$ cat config.mk
export PLATFORM = sky130hd
export DESIGN_NAME = mio_uart_tx
export DESIGN_NICKNAME = d
export VERILOG_FILES = /design/src/rtl/mio_uart_tx.sv
export SDC_FILE = /design/constraint.sdc
export NUM_CORES = 1
export LEC_CHECK = 0
export CAP_MARGIN = 25
export CORE_MARGIN = 8
export CORE_UTILIZATION = 35
export DETAILED_ROUTE_END_ITERATION = 16
export GPL_ROUTABILITY_DRIVEN = 0
export PLACE_DENSITY = 0.57
export SLEW_MARGIN = 40
export SYNTH_ARGS = -nofsm -noshare
export SYNTH_HDL_FRONTEND = slang
export SYNTH_SLANG_ARGS = --single-unit
$ cat constraint.sdc
create_clock -name clk -period 7.6 [get_ports clk]
set_input_delay 1.52 -clock clk [delete_from_list [all_inputs] [get_ports clk]]
set_output_delay 1.52 -clock clk [all_outputs]
set_load 0.005 [all_outputs]
$ cat src/rtl/mio_uart_tx.sv
// ---------------------------------------------------------------------------
// mio_uart_tx
// Memory-mapped UART transmitter on the MIO bus. The CPU pushes bytes into a
// small TX FIFO. A bit-timer driven FSM sends each byte as an 8N1 frame on
// txd, LSB first. Each bit lasts div clock cycles, so a frame lasts 10*div
// cycles. Consecutive frames are sent with no idle gap between them.
//
// Register map (word offset on addr):
//   0 DATA   W: push wdata[7:0] into the FIFO            R: 0
//   1 STATUS R: [0] busy [1] full [2] empty [3] overflow (sticky) [8:4] count
//            W: wdata[3]=1 clears overflow
//   2 CTRL   R/W: [0] en [1] irq_en
//   3 BAUD   R/W: [15:0] div (bit period in clk cycles; values <2 act as 2)
//
// Ports:
//   clk    system clock, rising edge
//   rstn   asynchronous active-low reset
//   sel    chip select from the MIO address decoder
//   we     write strobe, qualified by sel
//   addr   register word offset (CPU address bits [3:2])
//   wdata  CPU write data
//   rdata  read data; combinational from addr while sel=1, else 0
//   txd    serial output, idle high
//   irq    level interrupt: all queued data sent (irq_en & empty & ~busy)
// ---------------------------------------------------------------------------
module mio_uart_tx #(
  parameter int          FIFO_DEPTH  = 4,
  parameter logic [15:0] DEFAULT_DIV = 16'd868
) (
  input  logic        clk,
  input  logic        rstn,
  input  logic        sel,
  input  logic        we,
  input  logic [1:0]  addr,
  input  logic [31:0] wdata,
  output logic [31:0] rdata,
  output logic        txd,
  output logic        irq
);

  localparam int PTR_W = (FIFO_DEPTH > 1) ? $clog2(FIFO_DEPTH) : 1;
  localparam int CNT_W = $clog2(FIFO_DEPTH + 1);

  localparam logic [1:0] REG_DATA   = 2'd0;
  localparam logic [1:0] REG_STATUS = 2'd1;
  localparam logic [1:0] REG_CTRL   = 2'd2;
  localparam logic [1:0] REG_BAUD   = 2'd3;

  typedef enum logic [1:0] {
    ST_IDLE,
    ST_START,
    ST_DATA,
    ST_STOP
  } state_t;

  // Control / status registers
  logic        en;
  logic        irq_en;
  logic [15:0] div;
  logic        overflow;

  // TX FIFO
  logic [7:0]       mem [FIFO_DEPTH];
  logic [PTR_W-1:0] wptr;
  logic [PTR_W-1:0] rptr;
  logic [CNT_W-1:0] count;

  // Serialiser
  state_t      state;
  logic [7:0]  shift;
  logic [15:0] bit_timer;
  logic [15:0] cur_div;
  logic [2:0]  bit_idx;

  // Decode and handshake signals
  logic        wr_en;
  logic        push;
  logic        pop;
  logic        push_ok;
  logic        empty;
  logic        full;
  logic        busy;
  logic        bit_end;
  logic [15:0] div_eff;
  logic [7:0]  head;
  logic [4:0]  count_ext;

  // Only the low half of the bus carries register fields.
  logic unused_wdata_hi;
  assign unused_wdata_hi = ^wdata[31:16];

  // NOTE: every signal assigned in an always_comb block gets a default
  // value first, so no path can leave it unassigned and infer a latch.
  always_comb begin
    wr_en     = sel & we;
    push      = wr_en & (addr == REG_DATA);
    empty     = (count == '0);
    full      = (count == CNT_W'(FIFO_DEPTH));
    busy      = (state != ST_IDLE);
    bit_end   = (bit_timer == 16'd0);
    div_eff   = (div < 16'd2) ? 16'd2 : div;
    head      = mem[rptr];
    count_ext = 5'(count);
    // A new frame is loaded from IDLE, or straight from the last stop-bit
    // cycle, which gives back-to-back frames.
    pop       = en & ~empty &
                ((state == ST_IDLE) | ((state == ST_STOP) & bit_end));
    // A push into a full FIFO is accepted when a pop frees a slot on the
    // same edge.
    push_ok   = push & (~full | pop);
  end

  // -------------------------------------------------------------------------
  // Register file
  // -------------------------------------------------------------------------
  // NOTE: sequential state uses non-blocking assignments only, so every
  // flop samples values from before the edge no matter how blocks are ordered.
  always_ff @(posedge clk or negedge rstn) begin
    if (!rstn) begin
      en       <= 1'b0;
      irq_en   <= 1'b0;
      div      <= DEFAULT_DIV;
      overflow <= 1'b0;
    end else begin
      if (wr_en && addr == REG_CTRL) begin
        en     <= wdata[0];
        irq_en <= wdata[1];
      end
      if (wr_en && addr == REG_BAUD) begin
        div <= wdata[15:0];
      end
      if (push && full && !pop) begin
        overflow <= 1'b1;
      end else if (wr_en && addr == REG_STATUS && wdata[3]) begin
        overflow <= 1'b0;
      end
    end
  end

  // -------------------------------------------------------------------------
  // FIFO storage and pointers
  // -------------------------------------------------------------------------
  // NOTE: the data array has no reset. Reset clears the pointers and the
  // count, which makes stale contents unreachable, so the array can map
  // onto plain RAM/regfile cells.
  always_ff @(posedge clk) begin
    if (push_ok) begin
      mem[wptr] <= wdata[7:0];
    end
  end

  always_ff @(posedge clk or negedge rstn) begin
    if (!rstn) begin
      wptr  <= '0;
      rptr  <= '0;
      count <= '0;
    end else begin
      if (push_ok) begin
        wptr <= wptr + PTR_W'(1);
      end
      if (pop) begin
        rptr <= rptr + PTR_W'(1);
      end
      case ({push_ok, pop})
        2'b10:   count <= count + CNT_W'(1);
        2'b01:   count <= count - CNT_W'(1);
        default: count <= count;
      endcase
    end
  end

  // -------------------------------------------------------------------------
  // Serialiser FSM. txd is registered, so it changes on the edge after the
  // one on which the state is decided. The bit timer counts from cur_div-1
  // down to 0, and 0 ends the bit. cur_div is captured at frame load, so a
  // BAUD write during a frame takes effect only from the next frame.
  // -------------------------------------------------------------------------
  always_ff @(posedge clk or negedge rstn) begin
    if (!rstn) begin
      state     <= ST_IDLE;
      txd       <= 1'b1;
      shift     <= 8'h00;
      bit_timer <= 16'd0;
      cur_div   <= 16'd2;
      bit_idx   <= 3'd0;
    end else begin
      case (state)
        ST_IDLE: begin
          txd <= 1'b1;
          if (pop) begin
            shift     <= head;
            cur_div   <= div_eff;
            bit_timer <= div_eff - 16'd1;
            txd       <= 1'b0;
            state     <= ST_START;
          end
        end

        ST_START: begin
          if (bit_end) begin
            bit_idx   <= 3'd0;
            txd       <= shift[0];
            bit_timer <= cur_div - 16'd1;
            state     <= ST_DATA;
          end else begin
            bit_timer <= bit_timer - 16'd1;
          end
        end

        ST_DATA: begin
          if (bit_end) begin
            bit_timer <= cur_div - 16'd1;
            if (bit_idx == 3'd7) begin
              txd   <= 1'b1;
              state <= ST_STOP;
            end else begin
              bit_idx <= bit_idx + 3'd1;
              txd     <= shift[bit_idx + 3'd1];
            end
          end else begin
            bit_timer <= bit_timer - 16'd1;
          end
        end

        ST_STOP: begin
          if (bit_end) begin
            if (pop) begin
              shift     <= head;
              cur_div   <= div_eff;
              bit_timer <= div_eff - 16'd1;
              txd       <= 1'b0;
              state     <= ST_START;
            end else begin
              txd   <= 1'b1;
              state <= ST_IDLE;
            end
          end else begin
            bit_timer <= bit_timer - 16'd1;
          end
        end

        default: begin
          txd   <= 1'b1;
          state <= ST_IDLE;
        end
      endcase
    end
  end

  // -------------------------------------------------------------------------
  // Interrupt: registered, so irq follows its condition by one cycle.
  // -------------------------------------------------------------------------
  always_ff @(posedge clk or negedge rstn) begin
    if (!rstn) begin
      irq <= 1'b0;
    end else begin
      irq <= irq_en & empty & ~busy;
    end
  end

  // -------------------------------------------------------------------------
  // Read mux
  // -------------------------------------------------------------------------
  always_comb begin
    rdata = 32'h0;
    if (sel) begin
      case (addr)
        REG_STATUS: rdata = {23'h0, count_ext, overflow, empty, full, busy};
        REG_CTRL:   rdata = {30'h0, irq_en, en};
        REG_BAUD:   rdata = {16'h0, div};
        default:    rdata = 32'h0;
      endcase
    end
  end

endmodule

==> impl_results.md, run 1 <==
- Starting Density: 35.5%
- Grt total ovfl: 0
- Post-synth ARST share: 69.5%
- Fillers: 1688
- Largest stage delay, worst path: 0.80 ns
- Setup_tns: 0 ns
- Startpoint Class: primary input
- Clk pwr share: 19.3%
- Multi-input gate area: 0.00306 sq mm
- Sw Share: 41.2%
- Comb power frac: 42.7%
- Cell Rows: 48
- CP Cell Sequence: clkdlybuf4s50_1 -> and3_1 -> and2_1 -> clkdlybuf4s50_1
- Least-Margin Pin Slew: 0.803 ns
- R2R Setup Slk: 3.69 ns
- Layout cell share with drive strength beyond 1: 13.9%
- Io pins: 72
- Vias per inst: 5.41
- Internal power: 0.00149 W
- Syn Inst Count: 547
- DIE HEIGHT: 148 um
- Result of the run: finished clean
- Maximum vdd drop: 155 uV
- Number of antenna violations at the first check in global routing: 0
- Tot GR Track Use: 13.7%
- Worst-path clk slew: 0.08 ns
- MaxCap Viol Count: 0
- Pwr Density: 364 mW/mm^2
- Most used cell, CP: clkdlybuf4s50_1
- First-pass GRT wire length: 23.7 mm
- Synth Flop Type: dfrtp_1
- Pin count of the biggest net entering global routing: 74
- Clock skew: 0.0114 ns
- Post-DR wirelength/cell: 18.4 um
- Clock Sinks: 105
- Crit path DAT: 3.45 ns
- CTS max path bufs: 2
- Post-synthesis sequential area ratio: 45.9%
- Vias: 4336
- Post-DRT Antenna Nets: 0
- WL final: 14.7 mm
- Die area: 0.0219 sq mm
- Critical path type: in2out
- Fin crit period: 4.97 ns
- Final period util: 65.4%
- Core area: 0.0172 sq mm
- DPL Wire Length: 10.5 mm
- Post-CTS sizing: 0
- Util after Layout: 40.4%
- TritonCTS clock tree: done
- Area occupied by registers: 0.00280 sq mm
- Hold WC Path Type: reg2reg
- Area delta synth->final: 13.9%
- # diodes: 0
- Slowest cell on crit path: clkdlybuf4s50_1
- Yosys reg bits: 105
- Unique masters post-synth: 66
- Synth Warn #: 0
- Number of H-tree levels: 3
- Port Buffers: 39
- Setup Viol. Count Final: 0
- Worst Setup End Kind: primary output
- Critical path required time: 6.08 ns
- CTS root buf: clkbuf_16
- Mean post-synth cell area: 11.1 sq um
- Nets@finish: 624
- 1st-iter DRT viols: 361
- CP delay by family, top: buffers and inverters
- Die width: 148 um
- DR DRC count: 0
- Final slew viol count: 0
- Rel. slew slack: 46.4%
- Total CTS buffers: 9
- Postcts setup bufs: 0
- Vias in the first global route: 4203
- Final hold violation count: 0
- Worst path buffer plus inverter count: 2
- First-pass DRT Iterations: 4
- RSZ-0062 raised after global routing: false
- Register share of total power: 38.0%
- Number of synthesized flops with an enable pin: 32
- Max Clock Freq: 201 MHz
- Synth Cell Area: 0.00609 sq mm
- Net Switching: 0.00104 W
- Cts-stage hold buffer count: 0
- Maximum fanout along the worst path: 14
- Leakage: 2.61 nW
- Skew-Pair Late Insertion Delay: 0.37 ns
-- path summary, 6_finish.rpt --
check / start / endpoint / depth (start not counted)
max in group asynchronous: rstn / bit_idx[2]$_DFFE_PN0P_ / 1
hold reg to reg: overflow$_DFFE_PN0P_ / overflow$_DFFE_PN0P_ / 2
min in group asynchronous: rstn / div[13]$_DFFE_PN0P_ / 1
setup / recovery: addr[1] / rdata[8] / 4
setup reg to reg: div[10]$_DFFE_PN0P_ / bit_timer[12]$_DFF_PN0_ / 10
hold / removal: overflow$_DFFE_PN0P_ / overflow$_DFFE_PN0P_ / 2
-- metrics by stage --
stage               instances  power (W)  instance area, sq um  worst slack [ns]  hold WS [ns]
finish                    801    0.00253                  6940              2.63         0.489
global route              801    0.00270                  6940              2.55         0.519
CTS                       801    0.00254                  6940              2.65         0.496
detailed placement        785    0.00205                  6630              2.65         0.478
global placement          784    0.00200                  6610              2.68         0.463
floorplan                 562    0.00175                  6150              3.81         0.447
-- cells in the final DEF, fill, tap and decap left out, types with 10 or more instances in the layout --
cell	n
nor4_1	16
mux4_2	10
nor3_1	15
o21ai_0	11
a21oi_1	11
mux2_1	18
ha_1	14
clkdlybuf4s50_1	38
nand3_1	12
edfxtp_1	32
nor2_1	33
mux2_2	28
inv_1	15
xnor2_1	27
dfrtp_1	66
nand2_1	23
conb_1	16
and2_1	14
mux2i_1	16
-- synthesized netlist by cell type (2+ instances only) --
master / n / area (sq um)
dfrtp_1: 66 / 1650
nor2_1: 33 / 124
edfxtp_1: 32 / 961
mux2_2: 28 / 315
xnor2_1: 27 / 236
nand2_1: 23 / 86.3
clkbuf_1: 21 / 78.8
buf_4: 18 / 135
mux2_1: 18 / 203
nor4_1: 17 / 106
mux2i_1: 16 / 160
inv_1: 15 / 56.3
nor3_1: 15 / 75.1
and2_1: 14 / 87.6
ha_1: 14 / 175
a21oi_1: 13 / 65.1
nand3_1: 12 / 60.1
o21ai_0: 11 / 55.1
mux4_2: 10 / 225
a22oi_1: 9 / 67.6
nand4_1: 9 / 56.3
o211ai_1: 8 / 60.1
o32ai_1: 8 / 70.1
or4_1: 8 / 60.1
dfstp_2: 7 / 184
nor2b_1: 7 / 43.8
or3_1: 7 / 43.8
xor2_1: 7 / 61.3
a22o_1: 6 / 52.6
a21boi_0: 4 / 30.0
buf_2: 4 / 20.0
nor3b_1: 4 / 30.0
o221ai_1: 4 / 35.0
o22ai_1: 4 / 25.0
o31ai_1: 4 / 30.0
a211oi_1: 3 / 22.5
buf_1: 3 / 11.3
nand2b_1: 3 / 18.8
or2_2: 3 / 18.8
a21o_1: 2 / 15.0
and3_1: 2 / 12.5
nand3b_1: 2 / 15.0
o311a_1: 2 / 20.0
o31a_1: 2 / 17.5
-- cell type report --
class / instances / area share [%]
Tap cell: 225 / 4.06
Inverter: 16 / 0.865
Clock buffer: 9 / 3.24
Clock inverter: 7 / 1.21
Sequential cell: 105 / 40.3
Timing Repair Buffer: 44 / 6.24
Multi-Input combinational cell: 395 / 44.1
-- power groups by stage --
stage / Combinational, W / Sequential [W] / Clock, W
6_report: 0.00108 / 0.000961 / 0.000488
3_5_place_dp: 0.00108 / 0.000970 / 0
3_3_place_gp: 0.00104 / 0.000958 / 0
4_1_cts: 0.00108 / 0.000961 / 0.000500
2_1_floorplan: 0.000883 / 0.000862 / 0
5_1_grt: 0.00119 / 0.000988 / 0.000518
-- layer usage --
metal  up-vias  track usage [%]  wire (um)
met5         -                0          0
met4         0             5.61        249
met3        16             2.54        610
met2        96             21.0       6800
met1      2159             18.7       7050
li1       2065                -          -
-- sequential cells by signal, summed over array words and instances (netlist names), 2 cells and up --
name / count
mem: 32
bit_timer: 16
bit_idx: 3
shift: 8
div: 16
rptr: 2
state: 2
cur_div: 16
count: 3
wptr: 2
-- kinds of logic (layout without fill, tap and decap cells) --
group | count (synthesis) | in the layout | share of synthesized area [%]
multiplexers | 72 | 72 | 14.8
flip-flops | 105 | 105 | 45.9
buffers and inverters | 62 | 76 | 5.01
AND/OR/NAND/NOR | 167 | 167 | 15.3
other | 1 | 16 | 0.0615
XOR/XNOR | 34 | 34 | 4.89
AO/OA/AOI/OAI | 91 | 91 | 10.8
adder cells (fa/ha/maj) | 15 | 15 | 3.20
-- worst min-delay path: cells and delay by family, from the launching register on --
kind            cells  cell delay (ns)
simple gates        1             0.04
compound gates      1             0.06
flops               1             0.35
No activity file was read; power rests on OpenSTA's default activity.
==> run 2: changes to the inputs <==
--- a/config.mk
+++ b/config.mk
@@ -10,7 +10,7 @@
 export CORE_UTILIZATION = 35
 export DETAILED_ROUTE_END_ITERATION = 16
 export GPL_ROUTABILITY_DRIVEN = 0
-export PLACE_DENSITY = 0.57
+export PLACE_DENSITY = 0.59
 export SLEW_MARGIN = 40
 export SYNTH_ARGS = -nofsm -noshare
 export SYNTH_HDL_FRONTEND = slang
==> constraint.sdc (replaced) <==
create_clock -name clk -period 4.5 [get_ports clk]
set_input_delay 0.9 -clock clk [delete_from_list [all_inputs] [get_ports clk]]
set_output_delay 0.9 -clock clk [all_outputs]
set_load 0.005 [all_outputs]
==> run 2 against run 1 <==
Power is 68% higher. Global-route usage shrank 0.47 points. Register-to-register slack worse by 2.7 ns. Largest cell class unchanged. Largest power group unchanged.
==> impl_results.md, run 2 (synthesized netlist as in run 1, its figures left out) <==
- RSZ-0062 raised after global routing: false
- R2R Setup Slk: 1.03 ns
- Rel. slew slack: 46.6%
- DIE HEIGHT: 148 um
- Startpoint Class: primary input
- Max Clock Freq: 269 MHz
- Most used cell, CP: clkdlybuf4s50_1
- Post-DR wirelength/cell: 17.9 um
- Total CTS buffers: 9
- Post-route cell area: 0.00694 sq mm
- Tot GR Track Use: 13.3%
- Wire length on met2: 6.69 mm
- Critical R2R Launch: div[10]$_DFFE_PN0P_
- M1 wire length: 6.62 mm
- Maximum vdd drop: 270 uV
- Most frequent cells in the layout: 66 x dfrtp_1, 38 x clkdlybuf4s50_1, 33 x nor2_1, 32 x edfxtp_1, 28 x mux2_2
- Worst-path clk slew: 0.07 ns
- Largest stage delay, worst path: 0.80 ns
- MaxCap Viol Count: 0
- Placed cell count: 787
- Min-Delay Endpoint: shift[4]$_DFFE_PN0P_
- Critical path type: in2out
- Crit path DAT: 2.82 ns
- R2R Path End: bit_timer[4]$_DFF_PN0_
- Slowest cell on crit path: clkdlybuf4s50_1
- Hold slack final: 0.488 ns
- Pin count of the biggest net entering global routing: 74
- Worst Setup End Kind: primary output
- Port Buffers: 39
- 1st-iter DRT viols: 307
- Clock Sinks: 105
- Vias per inst: 5.47
- R2r worst-path depth: 11
- CTS max path bufs: 2
- CTS root buf: clkbuf_16
- Layout cell share with drive strength beyond 1: 14.2%
- Pre-CTS setup slack: 0.794 ns
- Cts-stage hold buffer count: 0
- WL final: 14.4 mm
- Die width: 148 um
- Highest routed layer: met4
- Final slew viol count: 0
- # diodes: 0
- Die area: 0.0219 sq mm
- Number of antenna violations at the first check in global routing: 0
- Area after DPL: 0.00664 sq mm
- Min-delay src: shift[4]$_DFFE_PN0P_
- Max FFs per register: 32
- Starting Density: 35.5%
- Least-Margin Pin Slew: 0.799 ns
- Nets@finish: 626
- Setup_tns: 0 ns
- Postcts setup bufs: 0
- Maximum fanout along the worst path: 14
- Post-CTS sizing: 0
- CP Cell Sequence: clkdlybuf4s50_1 -> and3_1 -> and2_1 -> clkdlybuf4s50_1
- Worst path buffer plus inverter count: 2
- CP delay by family, top: buffers and inverters
- Cell Rows: 48
- First-pass GRT wire length: 23.2 mm
- Metal3 WL: 800 um
- Number of H-tree levels: 3
- Clock skew: 0.00948 ns
- Leakage: 2.61 nW
- First-pass DRT Iterations: 4
- Fin crit period: 3.72 ns
- Grt total ovfl: 0
- Fin cells: 803
- Fillers: 1640
- Cell depth of the worst setup path: 4
- DPL Wire Length: 10.4 mm
- Vias in the first global route: 4309
- Post-DRT Antenna Nets: 0
- Final period util: 82.6%
- Post-route setup slack: 0.781 ns
- Hold WC Path Type: reg2reg
- Final hold violation count: 0
- Largest reg by FF count: mem
- Result of the run: finished clean
- Pwr Density: 613 mW/mm^2
- Critical path required time: 3.60 ns
- TritonCTS clock tree: done
- Vias: 4389
- Hold path cells: 1
- Core area: 0.0172 sq mm
- Skew-Pair Late Insertion Delay: 0.36 ns
- Area delta synth->final: 14.0%
- Setup Viol. Count Final: 0
- Most common cell after layout, fill and taps aside: dfrtp_1
- DR DRC count: 0
- Io pins: 72
==> run 2: cell types whose count changed in the layout (fill, tap and decap cells not counted) <==
cell        before  now
buf_6            2    1
buf_4            4    7
clkinvlp_4       0    1
clkinv_4         1    0
inv_12           1    0
inv_6            1    2
==> run 2: final cells by class <==
class	count	area (sq um)	share of cell area (%)
Clock buffer	9	225	3.24
Clock inverter	7	75.1	1.08
Inverter	16	60.1	0.865
Multi-Input combinational cell	395	3060	44.1
Sequential cell	105	2800	40.3
Tap cell	225	282	4.05
Timing Repair Buffer	46	444	6.40
==> run 2: stage by stage <==
| step | util, % | power [W] |
|---|---|---|
| global placement | 38.6 | 0.00338 |
| CTS | 40.4 | 0.00426 |
| global route | 40.4 | 0.00455 |
| finish | 40.4 | 0.00426 |
| detailed placement | 38.7 | 0.00346 |
| floorplan | - | 0.00295 |
==> run 2: worst reg2reg max path, stage by stage (launching register included) <==
cell	delay (ns)
dfrtp_1	0.48
or4_1	0.62
nor4_1	0.42
nor4b_2	0.41
nand2b_1	0.20
ha_1	0.20
nor3b_1	0.20
buf_4	0.18
xor2_1	0.10
a211oi_1	0.25
a221oi_1	0.07
a31o_2	0.23
==> run 2: worst max-delay path by stage <==
| stage | start | to | slack, ns |
|---|---|---|---|
| after floorplan | div[10]$_DFFE_PN0P_ | bit_timer[4]$_DFF_PN0_ | 1.27 |
| after global placement | addr[1] | rdata[7] | 0.82 |
| after detailed placement | addr[1] | rdata[12] | 0.79 |
| after CTS | addr[1] | rdata[12] | 0.79 |
| after global routing | addr[1] | rdata[14] | 0.69 |
| final | addr[1] | rdata[7] | 0.78 |
==> run 2: per-layer routing <==
metal,track usage (%),vias to the layer above
met4,5.10,0
met3,2.66,23
met1,17.5,2170
li1,-,2074
met5,0,-
met2,21.1,122
==> run 2: report_power, final <==
part | internal [W] | switching (W)
Sequential | 0.00126 | 0.000352
Combinational | 0.000853 | 0.000993
Clock | 0.000396 | 0.000401
